--- src/rtl/forward_hazard_unit.sv ---
// forward_hazard_unit
//   EX-stage operand forwarding and load-use hazard detection for a
//   pipelined LEGv8-style core with NPORTS source-operand ports.
//   The unit keeps its own shadow copy of the destination/control fields
//   of the instructions sitting in ID/EX, EX/MEM and MEM/WB. From these it
//   picks the freshest value for each ALU operand and requests a single
//   bubble whenever the instruction in ID consumes a load that is in EX.
//
// Ports
//   clk          core clock
//   reset        synchronous, active-high reset
//   en           pipeline advance; 0 holds every shadow stage and counter
//   flush        taken branch in MEM; squashes ID/EX and EX/MEM shadows
//   id_rs        ID-stage source indices, port p at [p*REGW +: REGW]
//   id_rs_used   per-port "operand is read" flags for the ID instruction
//   id_rd        ID-stage destination register
//   id_regWrite  ID-stage instruction writes id_rd
//   id_memRead   ID-stage instruction is a load
//   ex_rdata     register-file operands held in ID/EX, port p at [p*N +: N]
//   exR          EX/MEM ALU result
//   wbR          MEM/WB writeback value
//   ex_Y         forwarded ALU operands, port p at [p*N +: N]
//   ex_sel       per-port select: 00 reg, 01 exR, 10 wbR
//   stall        hold PC and IF/ID; a bubble enters ID/EX
//   stall_cnt    cycles with stall=1 and en=1 (wraps)
//   fwd_cnt      advancing cycles where any port forwards (wraps)

module forward_hazard_unit #(
  parameter int N        = 64,
  parameter int NPORTS   = 2,
  parameter int REGW     = 5,
  parameter int ZERO_REG = 31,
  parameter int CNTW     = 32
) (
  input  logic                   clk,
  input  logic                   reset,
  input  logic                   en,
  input  logic                   flush,
  input  logic [NPORTS*REGW-1:0] id_rs,
  input  logic [NPORTS-1:0]      id_rs_used,
  input  logic [REGW-1:0]        id_rd,
  input  logic                   id_regWrite,
  input  logic                   id_memRead,
  input  logic [NPORTS*N-1:0]    ex_rdata,
  input  logic [N-1:0]           exR,
  input  logic [N-1:0]           wbR,
  output logic [NPORTS*N-1:0]    ex_Y,
  output logic [2*NPORTS-1:0]    ex_sel,
  output logic                   stall,
  output logic [CNTW-1:0]        stall_cnt,
  output logic [CNTW-1:0]        fwd_cnt
);

  localparam logic [REGW-1:0] ZR      = REGW'(ZERO_REG);
  localparam logic [1:0]      SEL_REG = 2'b00;
  localparam logic [1:0]      SEL_EXR = 2'b01;
  localparam logic [1:0]      SEL_WBR = 2'b10;

  // ID/EX shadow
  logic                   idex_v;
  logic [NPORTS*REGW-1:0] idex_rs;
  logic [NPORTS-1:0]      idex_used;
  logic [REGW-1:0]        idex_rd;
  logic                   idex_reg_write;
  logic                   idex_mem_read;

  // EX/MEM shadow
  logic                   exmem_v;
  logic [REGW-1:0]        exmem_rd;
  logic                   exmem_reg_write;
  logic                   exmem_mem_read;

  // MEM/WB shadow
  logic                   memwb_v;
  logic [REGW-1:0]        memwb_rd;
  logic                   memwb_reg_write;

  logic                   load_in_ex;
  logic                   exmem_fwd_ok;
  logic                   memwb_fwd_ok;
  logic [NPORTS-1:0]      use_hit;
  logic [NPORTS-1:0]      port_fwd;
  logic                   any_fwd;

  // A load in EX with a real destination is the only producer that cannot
  // be satisfied by forwarding next cycle.
  assign load_in_ex   = idex_v && idex_mem_read && (idex_rd != ZR);

  // Loads in EX/MEM have no data yet on exR, so they never qualify here.
  assign exmem_fwd_ok = exmem_v && exmem_reg_write && !exmem_mem_read && (exmem_rd != ZR);
  assign memwb_fwd_ok = memwb_v && memwb_reg_write && (memwb_rd != ZR);

  for (genvar p = 0; p < NPORTS; p++) begin : g_port
    logic [REGW-1:0] rs;
    logic            ex_live;
    logic            hit_ex;
    logic            hit_wb;
    logic [1:0]      sel;

    assign rs      = idex_rs[p*REGW +: REGW];
    assign ex_live = idex_v && idex_used[p];

    // EX/MEM is checked first: it holds the youngest producer.
    assign hit_ex  = ex_live && exmem_fwd_ok && (exmem_rd == rs);
    assign hit_wb  = ex_live && memwb_fwd_ok && (memwb_rd == rs);

    assign sel     = hit_ex ? SEL_EXR :
                     hit_wb ? SEL_WBR : SEL_REG;

    assign ex_sel[2*p +: 2] = sel;
    assign ex_Y[p*N +: N]   = hit_ex ? exR :
                              hit_wb ? wbR : ex_rdata[p*N +: N];
    assign port_fwd[p]      = (sel != SEL_REG);

    assign use_hit[p] = load_in_ex && id_rs_used[p] &&
                        (id_rs[p*REGW +: REGW] == idex_rd);

    // The single load-use bubble guarantees a consumer never sits in EX
    // while its load is in EX/MEM; seeing it means the stall path broke.
    always_ff @(posedge clk) begin
      if (!reset) begin
        assert (!(ex_live && exmem_v && exmem_reg_write && exmem_mem_read &&
                  (exmem_rd != ZR) && (exmem_rd == rs)))
          else $error("load in EX/MEM feeds port %0d of the EX instruction", p);
      end
    end
  end

  assign stall   = |use_hit;
  assign any_fwd = |port_fwd;

  always_ff @(posedge clk) begin
    if (reset) begin
      idex_v          <= 1'b0;
      idex_rs         <= '0;
      idex_used       <= '0;
      idex_rd         <= '0;
      idex_reg_write  <= 1'b0;
      idex_mem_read   <= 1'b0;
      exmem_v         <= 1'b0;
      exmem_rd        <= '0;
      exmem_reg_write <= 1'b0;
      exmem_mem_read  <= 1'b0;
      memwb_v         <= 1'b0;
      memwb_rd        <= '0;
      memwb_reg_write <= 1'b0;
      stall_cnt       <= '0;
      fwd_cnt         <= '0;
    end else if (en) begin
      // MEM/WB always advances, even under flush: the branch in MEM itself
      // retires normally.
      memwb_v         <= exmem_v;
      memwb_rd        <= exmem_rd;
      memwb_reg_write <= exmem_reg_write;

      if (flush) begin
        idex_v  <= 1'b0;
        exmem_v <= 1'b0;
      end else begin
        exmem_v         <= idex_v;
        exmem_rd        <= idex_rd;
        exmem_reg_write <= idex_reg_write;
        exmem_mem_read  <= idex_mem_read;

        // On stall the ID instruction is presented again next cycle, so
        // only a bubble is recorded now.
        idex_v          <= !stall;
        idex_rs         <= id_rs;
        idex_used       <= id_rs_used;
        idex_rd         <= id_rd;
        idex_reg_write  <= id_regWrite;
        idex_mem_read   <= id_memRead;
      end

      if (stall) begin
        stall_cnt <= stall_cnt + CNTW'(1);
      end
      if (any_fwd) begin
        fwd_cnt <= fwd_cnt + CNTW'(1);
      end
    end
  end

endmodule
--- config.mk ---
export PLATFORM = sky130hd
export DESIGN_NAME = forward_hazard_unit
export DESIGN_NICKNAME = d
export VERILOG_FILES = /design/src/rtl/forward_hazard_unit.sv
export SDC_FILE = /design/constraint.sdc
export NUM_CORES = 1
export LEC_CHECK = 0
export BUFFER_PORTS_ARGS = -buffer_cell sky130_fd_sc_hd__buf_4
export CORE_AREA = 2 2 183 185
export DETAILED_ROUTE_END_ITERATION = 8
export DIE_AREA = 0 0 185 187
export GPL_ROUTABILITY_DRIVEN = 0
export PLACE_DENSITY_LB_ADDON = 0.25
export SYNTH_ARGS = -nofsm -noshare
export SYNTH_HDL_FRONTEND = slang
export SYNTH_SLANG_ARGS = --single-unit
--- constraint.sdc ---
create_clock -name clk -period 5.2 [get_ports clk]
set_input_delay 1.56 -clock clk [delete_from_list [all_inputs] [get_ports clk]]
set_output_delay 1.56 -clock clk [all_outputs]
set_load 0.05 [all_outputs]
; ---- Yosys cells after proc, flatten, opt, wreduce, memory -nomap -nowiden
; Index checks and enable logic that the tools add are counted.
; Widths: inputs -> output; s select.
[totals]
ff_bits = 99
elab_cells = 67
[classes]
muxes = 10
bitwise = 1
addsub = 2
reduce_logical = 30
n_eq_ne = 9
[ops]
columns = op, count
row1 = $mux 64, 4
row2 = $add 32x1->32 const B, 2
row3 = $eq 5x5->1, 6
row4 = $logic_and 1x1->1, 21
row5 = $ne 5x5->1 const B, 3
row6 = $mux 2, 4
row7 = $reduce_and 2->1, 3
row8 = $reduce_bool 2->1, 2
row9 = $reduce_or 2->1, 2
row10 = $logic_not 1->1, 2
row11 = $mux 1, 2
row12 = $not 1->1, 1

; ---- Logic depth before layout (Yosys ltp)
[depth]
depth_word = 9
mapped_depth = 10
depth_no_buf = 7

; ---- Least setup slack after synthesis
; OpenSTA, ideal clock, no wires.
[synth_timing]
path_kind = reg-to-output
from = reg memwb_rd[0]
to = out ex_Y[10]
path_stages_with_launch = 8
path_slack_ns = 0.825
required_time_ns = 3.640
path_buffers = 2
arrival_ns = 2.815
cell_sequence = dfxtp_1 > and3_1 > a31oi_1 > nand3_1 > clkbuf_1 > buf_1 > mux2i_1 > o21ai_0
[synth_between]
elab_chain_cells = 6
elab_cells_between_ends = 7
classes_between = 2 x eq/ne / 2 x mux / 3 x reduce/logical
[synth_lines]
columns = item, line_no
row1 = "start, declared", 75  ; logic [REGW-1:0] memwb_rd;
row2 = "start signal, assigned", 153  ; memwb_rd <= exmem_rd;
row3 = $ne 5x5->1, 91  ; assign memwb_fwd_ok = memwb_v && memwb_reg_write && (memwb_rd != ZR);
row4 = $logic_and 1x1->1, 91
row5 = $logic_and 1x1->1, 105  ; assign hit_wb = ex_live && memwb_fwd_ok && (memwb_rd == rs);
row6 = $logic_and 1x1->1 (*), 105
row7 = $mux 64 (*), 112  ; hit_wb ? wbR : ex_rdata[p*N +: N];
row8 = $mux 64 (*), 111  ; assign ex_Y[p*N +: N] = hit_ex ? exR :
row9 = "end, declared", 47  ; output logic [NPORTS*N-1:0] ex_Y,
; Mark *: on every way between the ends. The rest lies on a longest branch, timed or not.

; ---- Final worst setup path
[layout_timing]
from = reg exmem_rd[2]
to = out ex_Y[93]
[layout_between]
elab_chain_cells = 5
elab_cells_between_ends = 6
classes_between = 2 x eq/ne / 1 x mux / 3 x reduce/logical
[layout_lines]
columns = item, line_no
row1 = "start, declared", 69  ; logic [REGW-1:0] exmem_rd;
row2 = "start signal, assigned", 161  ; exmem_rd <= idex_rd;
row3 = $ne 5x5->1, 90  ; assign exmem_fwd_ok = exmem_v && exmem_reg_write && !exmem_mem_read && (exmem_rd != ZR);
row4 = $logic_and 1x1->1, 90
row5 = $logic_and 1x1->1, 104  ; assign hit_ex = ex_live && exmem_fwd_ok && (exmem_rd == rs);
row6 = $logic_and 1x1->1 (*), 104
row7 = $mux 64 (*), 111
; Marked as above.

==> insert_results.sql <==
INSERT INTO impl_metrics (metric_group, metric, value, unit) VALUES
('status', 'status', 'finished clean', ''),
('yosys', 'post_synth_edffs', '0', ''),
('clock_network', 'path_clk_slew', '0.08', 'ns'),
('power_and_ir_drop', 'share_clk_of_total_power', '33.5', '%'),
('floorplan', 'fp.coreArea', '0.0329', 'mm²'),
('clock_network', 'cts_tree', 'done', ''),
('cells_and_area', 'layout.cells.non_filler', '1906', ''),
('timing', 'whs', '0.455', 'ns'),
('run', 'cap_viol_max_count', '0', ''),
('floorplan', 'top_level_ports', '476', ''),
('timing', 'final_min_period_over_clock_period', '89.8', '%'),
('global_route', 'grt_antenna_before_repair', '28', ''),
('floorplan', 'placement_rows', '67', ''),
('global_route', 'first_global_vias', '8640', ''),
('timing', 'fmax', '214', 'MHz'),
('timing', 'timing.max_slew.rel_slack', '34.0', '%'),
('routing', 'postRouteWirelength', '40.3', 'mm'),
('placement', 'io_buffer_count', '475', ''),
('yosys', 'synth.mux.area_fraction', '18.8', '%'),
('setup_path', 'cp_data_arrival_time', '3.11', 'ns'),
('floorplan', 'start_util', '22.4', '%'),
('cells_and_area', 'final_layout_size_suffix_gt1_share', '35.8', '%'),
('power_and_ir_drop', 'power.combinational.fraction', '28.9', '%'),
('yosys', 'synth_compound_area_share', '19.9', '%'),
('setup_path', 'cp-start-kind', 'flop', ''),
('timing', 'grt_setup_unrepaired', 'no', ''),
('yosys', 'ys_async_sr_fraction', '0', '%'),
('floorplan', 'floorplan_die_width', '185', 'µm'),
('clock_network', 'cts-buffers-inserted', '9', ''),
('timing', 'setup_total_negative_slack', '0', 'ns'),
('cells_and_area', 'final_core_util', '35.5', '%'),
('yosys', 'synth_cell_types', '49', ''),
('floorplan', 'die_area', '0.0346', 'mm²'),
('global_route', 'overflow', '0', ''),
('min_path', 'min_delay_worst_type', 'flop to flop', ''),
('floorplan', 'die_y', '187', 'µm'),
('routing', 'remaining_antenna_violation_count', '0', ''),
('power_and_ir_drop', 'power.switching_fraction', '32.8', '%'),
('routing', 'drt_drc_violations_left', '0', ''),
('routing', 'routed_via_density', '4.87', ''),
('placement', 'half_perimeter_wire_length_of_the_detailed_placement_result', '33.6', 'mm'),
('yosys', 'share_of_synthesized_area_occupied_by_flip_flops_and_latches', '26.9', '%'),
('timing', 'finalWorstPathRequiredPeriod', '4.67', 'ns'),
('routing', 'drtIter0Drc', '523', ''),
('yosys', 'post_synth_and_or_nand_nor_area_fraction', '25.1', '%'),
('power_and_ir_drop', 'power.sequential.fraction', '37.6', '%'),
('clock_network', 'cts_repair_resize_count', '0', ''),
('routing', 'routed-via-count', '9282', ''),
('power_and_ir_drop', 'power.net_switching', '678', 'µW'),
('setup_path', 'worst_ep_required_time', '3.64', 'ns'),
('yosys', 'synth_flop_cell', 'dfxtp_1', ''),
('clock_network', 'cts-htree-levels', '3', ''),
('yosys', 'largest_family_of_logic_cells_by_synthesized_area', 'simple AND/OR/NAND/NOR gates', ''),
('setup_path', 'worst_setup_path_end_kind', 'output port', ''),
('yosys', 'synth-adder-area-share', '0.340', '%'),
('routing', 'routed_wire_length_per_instance', '21.2', 'µm'),
('yosys', 'synth.ff_latch_count', '99', ''),
('clock_network', 'cts_hold_buf', '0', ''),
('timing', 'max_slew.worst_pin.slew', '0.990', 'ns'),
('setup_path', 'cp_max_fo', '65', ''),
('setup_path', 'worstSetupPathType', 'flop to output port', ''),
('clock_network', 'clock_latency', '0.36', 'ns'),
('clock_network', 'clock_sink_total', '99', ''),
('global_route', 'grt_usage', '22.1', '%'),
('cells_and_area', 'num-fill-cells', '3580', ''),
('yosys', 'synthCells', '1024', ''),
('timing', 'final_max_slew_viol_count', '0', ''),
('timing', 'final-hold-violation-count', '0', ''),
('placement', 'numPlacedInstances', '1886', ''),
('power_and_ir_drop', 'static-leakage-power', '0.00551', 'µW'),
('power_and_ir_drop', 'p_int', '1390', 'µW');
==> flip-flops by register name (all words and copies together) (netlist names) <==
signal,cells
idex_reg_write,1
idex_used,2
idex_rd,5
memwb_reg_write,1
idex_rs,10
exmem_reg_write,1
idex_v,1
stall_cnt,32
exmem_mem_read,1
fwd_cnt,32
exmem_rd,5
idex_mem_read,1
memwb_rd,5
memwb_v,1
exmem_v,1
==> worst max-delay path: stages (launching register included) <==
cell and delay (ns):
dfxtp_1 0.38, and4_1 0.22, a211o_1 0.30, or4_1 0.56, clkinv_2 0.27, buf_12 0.29
nand2_1 0.08, o21ai_0 0.27, buf_4 0.32
==> stage by stage <==
step | total power (µW) | setup slack, ns | cell area (µm²)
after detailed placement | 1390 | 0.694 | 11400
after global routing | 2150 | 0.424 | 11700
after global placement | 1390 | 0.745 | 11400
final | 2070 | 0.530 | 11700
after floorplan | 1080 | 0.825 | 7370
after CTS | 2090 | 0.570 | 11700
==> layout make-up <==
class                           instances  area [µm²]  share of cell area [%]
Inverter                               12        47.5                   0.407
Clock buffer                           11         233                    1.99
Sequential cell                        99        1980                    17.0
Timing Repair Buffer                  491        3720                    31.9
Tap cell                              448         561                    4.80
Multi-Input combinational cell        836        5060                    43.3
Antenna cell                            4        10.0                  0.0857
Clock inverter                          5        62.6                   0.536
==> synthesized netlist by cell type (all sizes together) (4+ instances only) <==
| library cell | number | area share (%) |
|---|---|---|
| o21ai | 161 | 11 |
| xor2 | 11 | 1.3 |
| nand2 | 215 | 11 |
| mux2i | 135 | 18 |
| nor2 | 28 | 1.4 |
| xnor2 | 24 | 2.9 |
| nand3 | 25 | 1.7 |
| nor4 | 5 | 0.51 |
| nand4 | 24 | 2.1 |
| and2 | 4 | 0.34 |
| and3 | 9 | 0.76 |
| or3 | 31 | 2.6 |
| a21oi | 84 | 5.7 |
| clkbuf | 58 | 3.0 |
| inv | 12 | 0.61 |
| o31ai | 20 | 2.0 |
| and4 | 5 | 0.59 |
| dfxtp | 99 | 27 |
| buf | 19 | 1.2 |
| or4 | 22 | 2.3 |
==> metal layers <==
metal,global-route usage [%],wire length (µm),part of all wire [%],vias to the layer above
li1,-,-,-,4530
met1,26.7,16400,41,4245
met2,34.0,17500,43,377
met3,12.4,5260,13,82
met4,5.34,835,2.1,48
met5,0,312,0.77,-
==> cell usage in the layout, fill, tap and decap left out, types with 3 or more instances in the layout <==
cell,Yosys,routed
diode_2,0,4
clkbuf_16,0,9
o21ai_0,161,161
nor4_1,4,4
a21oi_1,84,84
o31ai_1,20,20
xor2_1,11,11
and2_1,4,4
inv_1,10,10
nor2_1,28,28
nor3_1,3,3
or4_1,21,21
nor2b_1,3,3
dfxtp_1,99,99
nand2b_1,3,3
buf_12,0,3
mux2_2,3,3
or3_1,30,30
mux2i_1,135,135
and4_1,5,5
and3_1,9,9
nand4_1,23,23
nand3_1,25,23
buf_4,2,488
nand2_1,215,215
xnor2_1,24,24
==> power groups by stage <==
stage / clock, µW / sequential (µW) / combinational, µW
6_report: 694 / 778 / 598
5_1_grt: 742 / 779 / 628
4_1_cts: 711 / 777 / 599
3_5_place_dp: 0 / 795 / 598
3_3_place_gp: 0 / 795 / 594
2_1_floorplan: 0 / 791 / 286
==> worst paths after layout <==
| check | from | endpoint | slack [ns] | depth (start not counted) |
|---|---|---|---|---|
| worst max-delay path | exmem_rd[2] | ex_Y[93] | 0.53 | 8 |
| worst min-delay path | idex_reg_write | exmem_reg_write | 0.46 | 2 |
| worst max register to register | exmem_rd[2] | fwd_cnt[20] | 1.99 | 9 |
| worst min register to register | idex_reg_write | exmem_reg_write | 0.46 | 2 |
==> logic make-up after synthesis <==
logic type,Yosys count
xor gates and xnor gates,35
adders and majority gates,2
and+or+nand+nor,385
AOI/OAI and AO/OA,276
DFF,99
buffers and inverters,89
muxes,138
(Power assumes the default switching activity.)
